## config.mk

```make
export PLATFORM = sky130hd
export DESIGN_NAME = switch_cmd_sequencer
export DESIGN_NICKNAME = d
export VERILOG_FILES = /design/src/rtl/switch_cmd_sequencer.sv
export SDC_FILE = /design/constraint.sdc
export NUM_CORES = 1
export LEC_CHECK = 0
export BUFFER_PORTS_ARGS = -buffer_cell sky130_fd_sc_hd__buf_2
export CORE_MARGIN = 8
export CORE_UTILIZATION = 30
export CTS_CLUSTER_SIZE = 16
export DETAILED_ROUTE_END_ITERATION = 6
export PLACE_DENSITY = 0.53
export SKIP_CTS_REPAIR_TIMING = 1
export SYNTH_ARGS = -nofsm -noshare
export SYNTH_HDL_FRONTEND = slang
export SYNTH_SLANG_ARGS = --single-unit
```

## constraint.sdc

```tcl
create_clock -name clk -period 5.83 [get_ports clk]
set_input_delay 0 -clock clk [delete_from_list [all_inputs] [get_ports clk]]
set_output_delay 0 -clock clk [all_outputs]
set_load 0.005 [all_outputs]
```

## src/rtl/switch_cmd_sequencer.sv

```systemverilog
// Turns debounced SW[0]/SW[1] rises into register-file writes and reads, shows read
// data for a fixed hold time, and queues one pending command of each kind while busy.
module switch_cmd_sequencer #(
  parameter int Simulacion     = 0,
  parameter int CLK_HZ         = 10_000_000,
  parameter int HOLD_MS_HW     = 500,
  parameter int HOLD_TICKS_SIM = 4,
  parameter int ADDR_W         = 4,
  parameter int DATA_W         = 8,
  parameter int RD_LATENCY     = 1
) (
  input  logic              clk,
  input  logic              reset,
  input  logic              sw0_db,
  input  logic              sw_db_d0,
  input  logic              sw1_db,
  input  logic              sw_db_d1,
  input  logic [ADDR_W-1:0] addr_in,
  input  logic [DATA_W-1:0] data_in,
  input  logic [DATA_W-1:0] rf_rdata,
  output logic              rf_we,
  output logic              rf_re,
  output logic [ADDR_W-1:0] rf_addr,
  output logic [DATA_W-1:0] rf_wdata,
  output logic              start_pulse,
  output logic              REGLeer,
  output logic [DATA_W-1:0] disp_data,
  output logic              busy,
  output logic              ovf,
  output logic [2:0]        dbg_state
);

  localparam int HOLD_TICKS = (Simulacion != 0) ? HOLD_TICKS_SIM
                                                : (CLK_HZ / 1000) * HOLD_MS_HW;
  localparam int WAIT_W = $clog2(RD_LATENCY + 1);
  localparam int HOLD_W = $clog2(HOLD_TICKS + 1);

  // dbg_state encoding: IDLE=0, WRITE=1, READ_REQ=2, READ_WAIT=3, HOLD=4
  typedef enum logic [2:0] {
    S_IDLE      = 3'd0,
    S_WRITE     = 3'd1,
    S_READ_REQ  = 3'd2,
    S_READ_WAIT = 3'd3,
    S_HOLD      = 3'd4
  } state_t;

  state_t              state_q, state_d;
  logic                wr_pend_q, wr_pend_d, rd_pend_q, rd_pend_d;
  logic                ovf_q, ovf_d;
  logic [WAIT_W-1:0]   wait_cnt_q, wait_cnt_d;
  logic [HOLD_W-1:0]   hold_cnt_q, hold_cnt_d;
  logic [ADDR_W-1:0]   rf_addr_q, rf_addr_d;
  logic [DATA_W-1:0]   rf_wdata_q, rf_wdata_d;
  logic [DATA_W-1:0]   disp_q, disp_d;
  logic                rf_we_q, rf_re_q, start_q, regleer_q, busy_q;

  logic wr_edge, rd_edge, can_acc, pend_acc;
  logic acc_wr_pend, acc_wr_edge, acc_rd_pend, acc_rd_edge, acc_wr, acc_rd;
  logic wr_keep, wr_lost, rd_keep, rd_lost;

  always_comb begin
    wr_edge  = sw0_db & ~sw_db_d0;
    rd_edge  = sw1_db & ~sw_db_d1;
    can_acc  = (state_q == S_IDLE) || (state_q == S_HOLD);
    // The last WRITE cycle may launch an already-queued command so a queued
    // read runs back-to-back with the write; fresh edges there still queue.
    pend_acc = can_acc || (state_q == S_WRITE);

    acc_wr_pend = pend_acc & wr_pend_q;
    acc_wr_edge = can_acc & ~wr_pend_q & wr_edge;
    acc_rd_pend = pend_acc & ~wr_pend_q & ~(can_acc & wr_edge) & rd_pend_q;
    acc_rd_edge = can_acc & ~wr_pend_q & ~wr_edge & ~rd_pend_q & rd_edge;
    acc_wr      = acc_wr_pend | acc_wr_edge;
    acc_rd      = acc_rd_pend | acc_rd_edge;

    wr_keep   = wr_pend_q & ~acc_wr_pend;
    wr_lost   = wr_edge & ~acc_wr_edge;
    rd_keep   = rd_pend_q & ~acc_rd_pend;
    rd_lost   = rd_edge & ~acc_rd_edge;
    wr_pend_d = wr_keep | wr_lost;
    rd_pend_d = rd_keep | rd_lost;
    ovf_d     = ovf_q | (wr_keep & wr_lost) | (rd_keep & rd_lost);

    state_d    = state_q;
    wait_cnt_d = wait_cnt_q;
    hold_cnt_d = hold_cnt_q;
    rf_addr_d  = rf_addr_q;
    rf_wdata_d = rf_wdata_q;
    disp_d     = disp_q;

    if (acc_wr || acc_rd) begin
      state_d    = acc_wr ? S_WRITE : S_READ_REQ;
      rf_addr_d  = addr_in;
      rf_wdata_d = data_in;
    end else begin
      case (state_q)
        S_WRITE:    state_d = S_IDLE;
        S_READ_REQ: begin
          state_d    = S_READ_WAIT;
          wait_cnt_d = WAIT_W'(1);
        end
        S_READ_WAIT: begin
          if (wait_cnt_q == WAIT_W'(RD_LATENCY)) begin
            state_d    = S_HOLD;
            hold_cnt_d = HOLD_W'(1);
            disp_d     = rf_rdata;
          end else begin
            wait_cnt_d = wait_cnt_q + 1'b1;
          end
        end
        S_HOLD: begin
          if (hold_cnt_q == HOLD_W'(HOLD_TICKS)) state_d = S_IDLE;
          else                                   hold_cnt_d = hold_cnt_q + 1'b1;
        end
        default:    state_d = S_IDLE;
      endcase
    end
  end

  always_ff @(posedge clk) begin
    if (reset) begin
      state_q    <= S_IDLE;
      wr_pend_q  <= 1'b0;
      rd_pend_q  <= 1'b0;
      ovf_q      <= 1'b0;
      wait_cnt_q <= '0;
      hold_cnt_q <= '0;
      rf_addr_q  <= '0;
      rf_wdata_q <= '0;
      disp_q     <= '0;
      rf_we_q    <= 1'b0;
      rf_re_q    <= 1'b0;
      start_q    <= 1'b0;
      regleer_q  <= 1'b0;
      busy_q     <= 1'b0;
    end else begin
      state_q    <= state_d;
      wr_pend_q  <= wr_pend_d;
      rd_pend_q  <= rd_pend_d;
      ovf_q      <= ovf_d;
      wait_cnt_q <= wait_cnt_d;
      hold_cnt_q <= hold_cnt_d;
      rf_addr_q  <= rf_addr_d;
      rf_wdata_q <= rf_wdata_d;
      disp_q     <= disp_d;
      rf_we_q    <= (state_d == S_WRITE);
      rf_re_q    <= (state_d == S_READ_REQ);
      start_q    <= acc_wr | acc_rd;
      regleer_q  <= (state_d == S_HOLD);
      busy_q     <= (state_d == S_WRITE) || (state_d == S_READ_REQ) ||
                    (state_d == S_READ_WAIT);
    end
  end

  assign rf_we       = rf_we_q;
  assign rf_re       = rf_re_q;
  assign rf_addr     = rf_addr_q;
  assign rf_wdata    = rf_wdata_q;
  assign start_pulse = start_q;
  assign REGLeer     = regleer_q;
  assign disp_data   = disp_q;
  assign busy        = busy_q;
  assign ovf         = ovf_q;
  assign dbg_state   = state_q;

endmodule
```

==> metrics.md, run 1 <==
| Metric | Value |
|---|---|
| Layout cell share with drive strength beyond 1 | 21.1% |
| Status | complete, no violations |
| Hold crit path type | input pin to register |
| Die Ht | 106 microns |
| Pwr dens | 242 nW/um^2 |
| Critical path type | register to register |
| First-pass GRT wire length | 10400 microns |
| Worst path cell trace | and4b_2 -> a21oi_1 -> or4_1 -> or4_1 -> a21oi_1 |
| Distinct cells, synth | 50 |
| Clock Latency Late Sink | 0.31 ns |
| Via-per-instance ratio | 5.00 |
| CP arrival | 2.78 ns |
| Area delta synth->final | 26.4% |
| Starting Density | 30.3% |
| CTS Buf Count | 5 |
| Static leakage | 1.18 nW |
| Number of global-route vias before repair | 2080 |
| Die X | 106 microns |
| Total track usage | 11.0% |
| Yosys reg bits | 55 |
| VDD IR max | 131 uV |
| Via count | 2326 |
| RSZ-0062 raised after global routing | false |
| Fmax | 0.394 GHz |
| Max_cap viols | 0 |
| RD Place Congestion | 0.757 |
| CP max-delay cell | or4_1 |
| CP bufs+invs | 0 |
| Post-synthesis cell count | 292 |
| Synth warn | 0 |
| DRC viols | 0 |
| Routed wire length | 6400 microns |
| Die Area | 11300 sq um |
| Clock root buffer | clkbuf_8 |
| Avg Inst Size Synth | 8.36 sq um |
| Diode count | 0 |
| DR iter-0 viols | 97 |
| CTS tree | done |
| Synth Net Count | 320 |
| Largest net degree at the start of global routing | 38 |
| IO Port Bufs | 54 |
| Setup violators final | 0 |
| Worst stage delay on the critical path | 0.60 ns |
| Drt first pass iters | 4 |
| Gr ovfl total | 0 |
| CTS Buffer Depth | 2 |
| NumNets Final | 387 |
| Finished Core Util | 38.3% |
| WL/cell | 13.8 microns |
| Cell Area, Synth | 2440 sq um |
| Least-Margin Pin Slew | 0.851 ns |
| Setup TNS | 0 ns |
| Max-slew violation count | 0 |
| Final HPWL DP | 4470 microns |
| Clk sinks | 55 |
| Relative slew slack | 43.1% |
| Worst EP required | 6.07 ns |
| FFs w/ async S/R, synth | 0% |
| Reg clk slew, reported paths | 0.10 ns |
| Num ports | 55 |
| CP Capture Type | register |
| Worst Path Max Fanout | 14 |
| Worst path top cell family by delay | simple AND/OR/NAND/NOR gates |
| Top_reg_cell synth | dfxtp_1 |
| Initial antenna violation count | 0 |
| Detail Route Antenna Nets | 0 |
| Number of flops mapped to enable cells by yosys | 0 |
| Core ar. | 8050 sq um |
| Minimum clock period | 2.54 ns |
| Sequential share of the synthesized area | 45.1% |
| Skew final | 0.00529 ns |
| CTS H-Tree Depth | 2 |
| Final hold vios | 0 |
| Rows | 33 |
| Final Cycle Share | 43.5% |
| CP startpoint kind | register |
==> area by class of cell <==
cell class | instances | area (sq um)
Multi-Input combinational cell | 216 | 1240
Timing Repair Buffer | 74 | 470
Clock buffer | 6 | 82.6
Fill cell | 823 | 4970
Inverter | 7 | 26.3
Tap cell | 105 | 131
Clock inverter | 2 | 35.0
Sequential cell | 55 | 1100
==> kinds of logic (layout without fill, tap and decap cells) <==
| group | after synthesis | count (layout) | synth area share (%) |
|---|---|---|---|
| buf+inv | 21 | 89 | 4.15 |
| compound gates | 71 | 71 | 18.0 |
| flops | 55 | 55 | 45.1 |
| simple gates | 137 | 137 | 29.4 |
| fa+ha+maj | 2 | 2 | 1.02 |
| xor+xnor | 3 | 3 | 1.08 |
| mux | 3 | 3 | 1.23 |
==> flip-flops by register name, summed over array words and instances (netlist names), 3 cells and up <==
signal / count
rf_addr: 4
disp_data: 8
rf_wdata: 8
hold_cnt_q: 23
dbg_state: 3
==> report_power, final <==
group	switching (mW)	internal, mW	leakage [nW]
Sequential	0.00918	0.389	0.446
Clock	0.125	0.139	0.0612
Combinational	0.0462	0.0385	0.668
==> path summary, 6_finish.rpt <==
| check | from | slack (ns) | depth (start not counted) | to |
|---|---|---|---|---|
| hold / removal | sw_db_d1 | 0.003 | 4 | rd_pend_q |
| setup reg to reg | dbg_state[0] | 3.29 | 5 | hold_cnt_q[21] |
| setup / recovery | dbg_state[0] | 3.29 | 5 | hold_cnt_q[21] |
| hold reg to reg | rf_addr[2] | 0.46 | 2 | rf_addr[2] |
==> tightest hold or removal path, stage by stage <==
cell and delay (ns):
buf_2 0.09, nor2b_1 0.05, o21ai_0 0.07, a21oi_1 0.06
==> through the flow <==
step	total power [mW]	setup slack, ns	instance area, sq um	hold WS [ns]	instances
6_report	0.747	3.29	3090	0.00342	465
5_1_grt	0.784	3.08	3090	0.0324	465
4_1_cts	0.751	3.30	2890	-0.0983	445
3_5_place_dp	0.482	3.34	2770	0.246	437
3_3_place_gp	0.481	3.38	2770	0.242	437
2_1_floorplan	0.451	3.70	2440	0.136	292
==> synthesized netlist by cell type (3+ instances only) <==
cell / instances / share of area (%)
buf_2: 4 / 0.82
inv_1: 7 / 1.1
nand3_1: 12 / 2.5
mux2i_1: 3 / 1.2
nor2_1: 15 / 2.3
clkbuf_1: 7 / 1.1
o31ai_1: 6 / 1.8
o21ai_0: 11 / 2.3
nand2_1: 58 / 8.9
dfxtp_1: 55 / 45
xnor2_1: 3 / 1.1
a21oi_1: 38 / 7.8
or4_1: 8 / 2.5
and4_1: 4 / 1.4
nand4_1: 4 / 1.0
or3_1: 12 / 3.1
==> cells in the final DEF, fill, tap and decap left out, types with 6 or more instances in the layout <==
master         instances
a21oi_1               38
buf_2                 54
clkbuf_8               6
dfxtp_1               55
dlygate4sd3_1         20
inv_1                  7
nand2_1               58
nand3_1               12
nor2_1                15
o21ai_0               11
o31ai_1                6
or3_1                 12
or4_1                  8
==> routing by layer <==
metal  routed length (microns)  GRT usage, %  vias to the layer above  part of all wire, %
met5                         0             0                        -                    0
met4                        56          2.71                        0                 0.88
li1                          -             -                     1187                    -
met3                       433          4.17                        6                  6.8
met1                      3000          14.0                     1070                   47
met2                      2910          17.0                       63                   45
No activity file was read; power rests on OpenSTA's default activity.
==> inputs of run 2 (changes only) <==
==> constraint.sdc (replaced) <==
create_clock -name clk -period 2.5 [get_ports clk]
set_input_delay 0 -clock clk [delete_from_list [all_inputs] [get_ports clk]]
set_output_delay 0 -clock clk [all_outputs]
set_load 0.005 [all_outputs]
==> run 2 against run 1 <==
Net effect:
- sequential cell count stayed put
- via count is 0.64% lower
- sequential share of layout area is 0.26 points lower
- register-to-register slack worse by 3.2 ns
- sequential power is 130% higher
- final area is 0.73% higher
- hold slack better by 0.018 ns
- routed wire length is 1.8% higher
- largest power group unchanged
==> metrics.md, run 2 (same netlist as run 1, synthesis figures left out) <==
| Metric | Value |
|---|---|
| Multi-input gate area | 1240 sq um (unchanged) |
| Largest net degree at the start of global routing | 37 (was 38) |
| FF/Latch Area | 1100 sq um (unchanged) |
| Static leakage | 1.19 nW (was 1.18 nW) |
| Diode count | 0 (unchanged) |
| Via count | 2311 (was 2326) |
| Finished Core Util | 38.6% (was 38.3%) |
| Status | complete, no violations (unchanged) |
| Final hold vios | 0 (unchanged) |
| Detail Route Antenna Nets | 0 (unchanged) |
| Final HPWL DP | 4630 microns (was 4470 microns) |
| Setup TNS | 0 ns (unchanged) |
| Worst Path Max Fanout | 7 (was 14) |
| Area delta synth->final | 27.3% (was 26.4%) |
| RSZ-0062 raised after global routing | false (unchanged) |
| Gr ovfl total | 0 (unchanged) |
| Initial antenna violation count | 0 (unchanged) |
| Number of global-route vias before repair | 2221 (was 2080) |
| CP startpoint kind | register (unchanged) |
| Sw power | 0.442 mW (was 0.180 mW) |
| Seq pwr share | 56.3% (was 53.3%) |
| WL/cell | 13.8 microns (about the same) |
| CTS tree | done (unchanged) |
| CP Capture Type | register (unchanged) |
| Drt first pass iters | 4 (unchanged) |
| Final Cycle Share | 94.6% (was 43.5%) |
| Via-per-instance ratio | 4.91 (was 5.00) |
| Pint | 1.21 mW (was 0.567 mW) |
| Setup violators final | 0 (unchanged) |
| WL met3 | 501 microns (was 433 microns) |
| Max-slew violation count | 0 (unchanged) |
| Reg clk slew, reported paths | 0.10 ns (about the same) |
| Top reg by flops | hold_cnt_q (unchanged) |
| Combinational fraction of design power | 12.3% (was 11.3%) |
| Routed wire length on met2 | 3020 microns (was 2910 microns) |
| CTS Buf Count | 5 (unchanged) |
| Most common cell after layout, fill and taps aside | nand2_1 (unchanged) |
| WL met1 | 2950 microns (was 3000 microns) |
| RD Place Congestion | 0.804 (was 0.757) |
| Die Ht | 106 microns (unchanged) |
| Pwr dens | 531 nW/um^2 (was 242 nW/um^2) |
| IO Port Bufs | 54 (unchanged) |
| Starting Density | 30.3% (unchanged) |
| Clock root buffer | clkbuf_8 (unchanged) |
| DR iter-0 viols | 94 (was 97) |
| CP arrival | 2.59 ns (was 2.78 ns) |
| Critical path type | register to register (unchanged) |
| Sw frac | 26.8% (was 24.1%) |
| DRC viols | 0 (unchanged) |
| CTS Buffer Depth | 2 (unchanged) |
| VDD IR max | 271 uV (was 131 uV) |
| Relative slew slack | 41.2% (was 43.1%) |
| Fillers | 832 (was 823) |
| Die Area | 11300 sq um (unchanged) |
| Most frequent cells in the layout | nand2_1 (58), dfxtp_1 (55), buf_2 (54), a21oi_1 (38), dlygate4sd3_1 (20) (unchanged) |
| NumNets Final | 393 (was 387) |
| Worst EP required | 2.72 ns (was 6.07 ns) |
| Max_cap viols | 0 (unchanged) |
| Minimum clock period | 2.37 ns (was 2.54 ns) |
| Num ports | 55 (unchanged) |
| Skew final | 0.0141 ns (was 0.00529 ns) |
| Clock share of power | 31.4% (was 35.3%) |
| Least-Margin Pin Slew | 0.878 ns (was 0.851 ns) |
| Max reg flops | 23 (unchanged) |
| Hold crit path type | input pin to register (unchanged) |
| Total track usage | 11.3% (was 11.0%) |
| First-pass GRT wire length | 10700 microns (was 10400 microns) |
| Clock Latency Late Sink | 0.31 ns (about the same) |
| Core ar. | 8050 sq um (unchanged) |
| Layout cell share with drive strength beyond 1 | 22.4% (was 21.1%) |
| CTS H-Tree Depth | 2 (unchanged) |
| Routed wire length | 6510 microns (was 6400 microns) |
| Rows | 33 (unchanged) |
| Top Metal Used | met4 (unchanged) |
| WHS | 0.0212 ns (was 0.00342 ns) |
| Clk sinks | 55 (unchanged) |
| Die X | 106 microns (unchanged) |
| Fmax | 0.423 GHz (was 0.394 GHz) |
run 2: changes by cell type in the layout (fill, tap and decap cells not counted), sizes merged:
cell	previous run	this run
buf	54	60
inv	7	9
bufinv	1	0
clkbuf	6	5
run 2: cell type report:
cell class              instances  share of cell area (%)
inverters                       7                   0.845
multi-input cells             216                    39.9
repair buffers                 80                    16.6
flip-flops and latches         55                    35.4
clock inverters                 3                   0.845
clock buffers                   5                    2.21
well taps                     105                    4.23
run 2: power by group through the flow:
stage	Combinational, mW	Sequential [mW]	Clock (mW)
final	0.202	0.929	0.519
after global routing	0.228	0.934	0.587
after CTS	0.181	0.930	0.548
after detailed placement	0.180	0.949	0
after global placement	0.180	0.947	0
after floorplan	0.105	0.947	0
run 2: per-stage QoR:
step | instances | power [mW] | area, sq um | setup slack, ns
after floorplan | 292 | 1.05 | 2440 | 0.374
after global placement | 443 | 1.13 | 2810 | 0.258
after detailed placement | 443 | 1.13 | 2810 | 0.183
after CTS | 451 | 1.66 | 2910 | 0.160
after global routing | 471 | 1.75 | 3110 | 0.0351
final | 471 | 1.65 | 3110 | 0.135
run 2: worst max-delay path: stages (launching register included):
cell	delay (ns)
dfxtp_1	0.39
inv_1	0.12
ha_1	0.15
or4b_2	0.60
a211o_1	0.32
or2_1	0.26
and4_1	0.22
a221oi_2	0.23
run 2: path summary, 6_finish.rpt:
kind,startpoint,endpoint,cells after the start,slack (ns)
setup / recovery,hold_cnt_q[0],hold_cnt_q[0],7,0.13
hold / removal,sw_db_d1,rd_pend_q,4,0.02
setup reg to reg,hold_cnt_q[0],hold_cnt_q[0],7,0.13
hold reg to reg,rf_wdata[7],rf_wdata[7],2,0.46
run 2: routing by layer:
layer / track usage (%) / up-vias
li1: - / 1202
met1: 13.7 / 1046
met2: 17.7 / 57
met3: 5.14 / 6
met4: 2.61 / 0
met5: 0 / -
==> inputs of run 3 (changes only) <==
--- a/config.mk
+++ b/config.mk
@@ -5,12 +5,14 @@
 export SDC_FILE = /design/constraint.sdc
 export NUM_CORES = 1
 export LEC_CHECK = 0
+export ABC_AREA = 1
 export BUFFER_PORTS_ARGS = -buffer_cell sky130_fd_sc_hd__buf_2
 export CORE_MARGIN = 8
 export CORE_UTILIZATION = 30
 export CTS_CLUSTER_SIZE = 16
 export DETAILED_ROUTE_END_ITERATION = 6
-export PLACE_DENSITY = 0.53
+export GPL_TIMING_DRIVEN = 1
+export PLACE_DENSITY = 0.52
 export SKIP_CTS_REPAIR_TIMING = 1
 export SYNTH_ARGS = -nofsm -noshare
 export SYNTH_HDL_FRONTEND = slang
==> run 3 against run 2 <==
Net effect:
- the flow now finishes with violations (hold timing)
- final area is 18% higher
- synthesized area increased by 22%
- hold slack worse by 0.057 ns
- clock skew down 0.00091 ns
- non-clock buffer count down 2
- first-iteration DRC count grew 78%
- sequential share of layout area shrank 5.4 points
- register-to-register slack better by 0.51 ns
- largest cell class unchanged
==> metrics.md, run 3 <==
| Metric | Value |
|---|---|
| DR iter-0 viols | 167 (was 94) |
| Top_reg_cell synth | dfxtp_1 (unchanged) |
| Diode count | 0 (unchanged) |
| Post-synth top area cell | dfxtp_1 (unchanged) |
| Pwr dens | 562 nW/um^2 (was 531 nW/um^2) |
| Flop-to-flop setup slack | 0.65 ns (was 0.13 ns) |
| Die X | 116 microns (was 106 microns) |
| NumNets Final | 567 (was 393) |
| Worst stage delay on the critical path | 0.49 ns (was 0.60 ns) |
| Max-slew violation count | 0 (unchanged) |
| Final hold vios | 2 (was 0) |
| Core ar. | 9730 sq um (was 8050 sq um) |
| Drt first pass iters | 5 (was 4) |
| Final Cycle Share | 74.0% (was 94.6%) |
| Post-synthesis cell count | 471 (was 292) |
| Largest net degree at the start of global routing | 34 (was 37) |
| CP arrival | 2.06 ns (was 2.59 ns) |
| Hold crit path type | input pin to register (unchanged) |
| Final HPWL DP | 5990 microns (was 4630 microns) |
| Status | finished, violations left (was complete, no violations) |
| Detail Route Antenna Nets | 0 (unchanged) |
| Clk sinks | 55 (unchanged) |
| CP bufs+invs | 0 (was 1) |
| RSZ-0062 raised after global routing | false (unchanged) |
| Clock root buffer | clkbuf_8 (unchanged) |
| Minimum clock period | 1.85 ns (was 2.37 ns) |
| Via-per-instance ratio | 4.54 (was 4.91) |
| Distinct cells, synth | 26 (was 50) |
| Worst Path Max Fanout | 9 (was 7) |
| Synth warn | 0 (unchanged) |
| Failing checks | hold timing |
| CTS Buf Count | 5 (unchanged) |
| Most frequent cells after synthesis | nand2_1 (121), nor2_1 (109), dfxtp_1 (55), inv_1 (38), nand3_1 (34) (was nand2_1 (58), dfxtp_1 (55), a21oi_1 (38), nor2_1 (15)) |
| Skew final | 0.0132 ns (was 0.0141 ns) |
| Setup TNS | 0 ns (unchanged) |
| Clock Latency Late Sink | 0.32 ns (was 0.31 ns) |
| CTS tree | done (unchanged) |
| Static leakage | 1.44 nW (was 1.19 nW) |
| Area delta synth->final | 22.8% (was 27.3%) |
| WL/cell | 12.5 microns (was 13.8 microns) |
| Top reg by flops | hold_cnt_q (unchanged) |
| Gr ovfl total | 0 (unchanged) |
| CTS H-Tree Depth | 2 (unchanged) |
| Worst path cell trace | ha_1 -> nand2_1 -> nor2_4 -> nand2_1 -> nor2_1 -> xor2_1 -> nor2_1 -> nand2_1 -> a21oi_1 (was inv_1 -> ha_1 -> or4b_2 -> a211o_1 -> or2_1 -> and4_1 -> a221oi_2) |
| Relative slew slack | 62.6% (was 41.2%) |
| Worst EP required | 2.70 ns (was 2.72 ns) |
| Yosys reg bits | 55 (unchanged) |
| VDD IR max | 340 uV (was 271 uV) |
| CTS Buffer Depth | 2 (unchanged) |
| Num ports | 55 (unchanged) |
| Worst Hold Endpoint | rd_pend_q (unchanged) |
| Via count | 3048 (was 2311) |
| Number of flops mapped to enable cells by yosys | 0 (unchanged) |
| WHS | -0.0354 ns (was 0.0212 ns) |
| RD Place Congestion | 0.892 (was 0.804) |
| First-pass GRT wire length | 13800 microns (was 10700 microns) |
| DRC viols | 0 (unchanged) |
| Synth Net Count | 499 (was 320) |
| Cell Area, Synth | 2990 sq um (was 2440 sq um) |
| Total track usage | 12.6% (was 11.3%) |
| Avg Inst Size Synth | 6.34 sq um (was 8.36 sq um) |
| Routed wire length | 8390 microns (was 6510 microns) |
| Least-Margin Pin Slew | 0.561 ns (was 0.878 ns) |
| FFs w/ async S/R, synth | 0% (unchanged) |
| Die Area | 13400 sq um (was 11300 sq um) |
| Most common cell after layout, fill and taps aside | nand2_1 (unchanged) |
| Worst path top cell family by delay | simple AND/OR/NAND/NOR gates (unchanged) |
| Fmax | 0.540 GHz (was 0.423 GHz) |
| Worst r2r path cells | 9 (was 7) |
| CP Capture Type | register (unchanged) |
| Reg clk slew, reported paths | 0.12 ns (was 0.10 ns) |
| Number of global-route vias before repair | 2957 (was 2221) |
| FF-to-FF Start | hold_cnt_q[0] (unchanged) |
| Initial antenna violation count | 0 (unchanged) |
| Most common cell in the netlist | nand2_1 (unchanged) |
| Most frequent cells in the layout | nand2_1 (121), nor2_1 (109), dfxtp_1 (55), buf_2 (54), inv_1 (38) (was nand2_1 (58), dfxtp_1 (55), buf_2 (54), a21oi_1 (38), dlygate4sd3_1 (20)) |
| Max reg flops | 23 (unchanged) |
| Share of the synthesized area in the top cell type | 36.9% (was 45.1%) |
| CP startpoint kind | register (unchanged) |
| Layout cell share with drive strength beyond 1 | 17.1% (was 22.4%) |
| Starting Density | 30.7% (was 30.3%) |
| Die Ht | 116 microns (was 106 microns) |
| Synth top area cells | dfxtp_1 (37%), nand2_1 (15%), nor2_1 (14%) (was dfxtp_1 (45%), nand2_1 (8.9%), a21oi_1 (7.8%)) |
| Sequential share of the synthesized area | 36.9% (was 45.1%) |
| Worst r2r dst | hold_cnt_q[16] (was hold_cnt_q[0]) |
| CP max-delay cell | dfxtp_1 (was or4b_2) |
| Finished Core Util | 37.7% (was 38.6%) |
| Critical path type | register to register (unchanged) |
| Max_cap viols | 0 (unchanged) |
| Hold path depth | 4 (unchanged) |
| Rows | 36 (was 33) |
| Setup violators final | 0 (unchanged) |
| Most frequent CP cell | nand2_1 |
| Hold path start | sw_db_d1 (unchanged) |
| IO Port Bufs | 54 (unchanged) |
run 3: cell count changes in the layout (fill, tap and decap cells not counted), sizes merged, moves of 6 or more:
cell	delta
nor2	+107
nand3	+23
o31ai	-6
xor2	+7
or3	-12
or4	-9
inv	+33
a21oi	-9
and4	-6
nand2	+71
o21ai	+9
run 3: cell families (layout without fill, tap and decap cells):
logic type	count (synthesis)	count (layout)	share of synthesized area [%]
adders and majority gates	2	2	0.838
DFF	55	55	36.9
AOI/OAI and AO/OA	50	50	8.72
xor gates and xnor gates	8	8	2.35
and+or+nand+nor	297	297	42.7
buffers and inverters	59	127	8.55
run 3: worst min-delay path, delay by kind of cell:
kind | cells | cell delay [ns]
and+or+nand+nor | 2 | 0.12
buffers and inverters | 1 | 0.07
AOI/OAI and AO/OA | 1 | 0.05
run 3: layout make-up:
class	count	area, sq um
Clock buffer	5	68.8
Tap cell	133	166
Multi-Input combinational cell	357	1630
Timing Repair Buffer	78	500
Clock inverter	2	41.3
Sequential cell	55	1100
Inverter	42	158
Fill cell	1071	6060
run 3: power breakdown:
group | leakage (nW) | internal (mW) | switching (mW)
Combinational | 0.935 | 0.160 | 0.269
Clock | 0.0561 | 0.301 | 0.331
Sequential | 0.447 | 0.955 | 0.0444
run 3: routing by layer:
| metal | wire length [microns] | up-vias | share of wire, % | global-route usage [%] |
|---|---|---|---|---|
| met5 | 0 | - | 0 | 0 |
| met4 | 44 | 0 | 0.52 | 2.68 |
| met3 | 657 | 4 | 7.8 | 4.48 |
| met2 | 3790 | 78 | 45 | 20.5 |
| met1 | 3890 | 1366 | 46 | 15.6 |
| li1 | - | 1600 | - | - |
run 3: per-stage QoR:
stage / setup slack (ns) / power, mW / area, sq um / cells
6_report: 0.649 / 2.06 / 3660 / 672
3_5_place_dp: 0.664 / 1.42 / 3350 / 645
2_1_floorplan: 0.928 / 1.28 / 2990 / 471
5_1_grt: 0.415 / 2.18 / 3660 / 672
3_3_place_gp: 0.709 / 1.42 / 3350 / 645
4_1_cts: 0.638 / 2.05 / 3460 / 652
run 3: worst max-delay path by stage:
stage,from,end,slack [ns],cells after the start
after global routing,hold_cnt_q[0],hold_cnt_q[16],0.42,9
after floorplan,hold_cnt_q[0],hold_cnt_q[17],0.93,14
after detailed placement,hold_cnt_q[0],hold_cnt_q[16],0.66,9
after CTS,hold_cnt_q[0],hold_cnt_q[16],0.64,9
after global placement,hold_cnt_q[0],hold_cnt_q[21],0.71,12
final,hold_cnt_q[0],hold_cnt_q[16],0.65,9
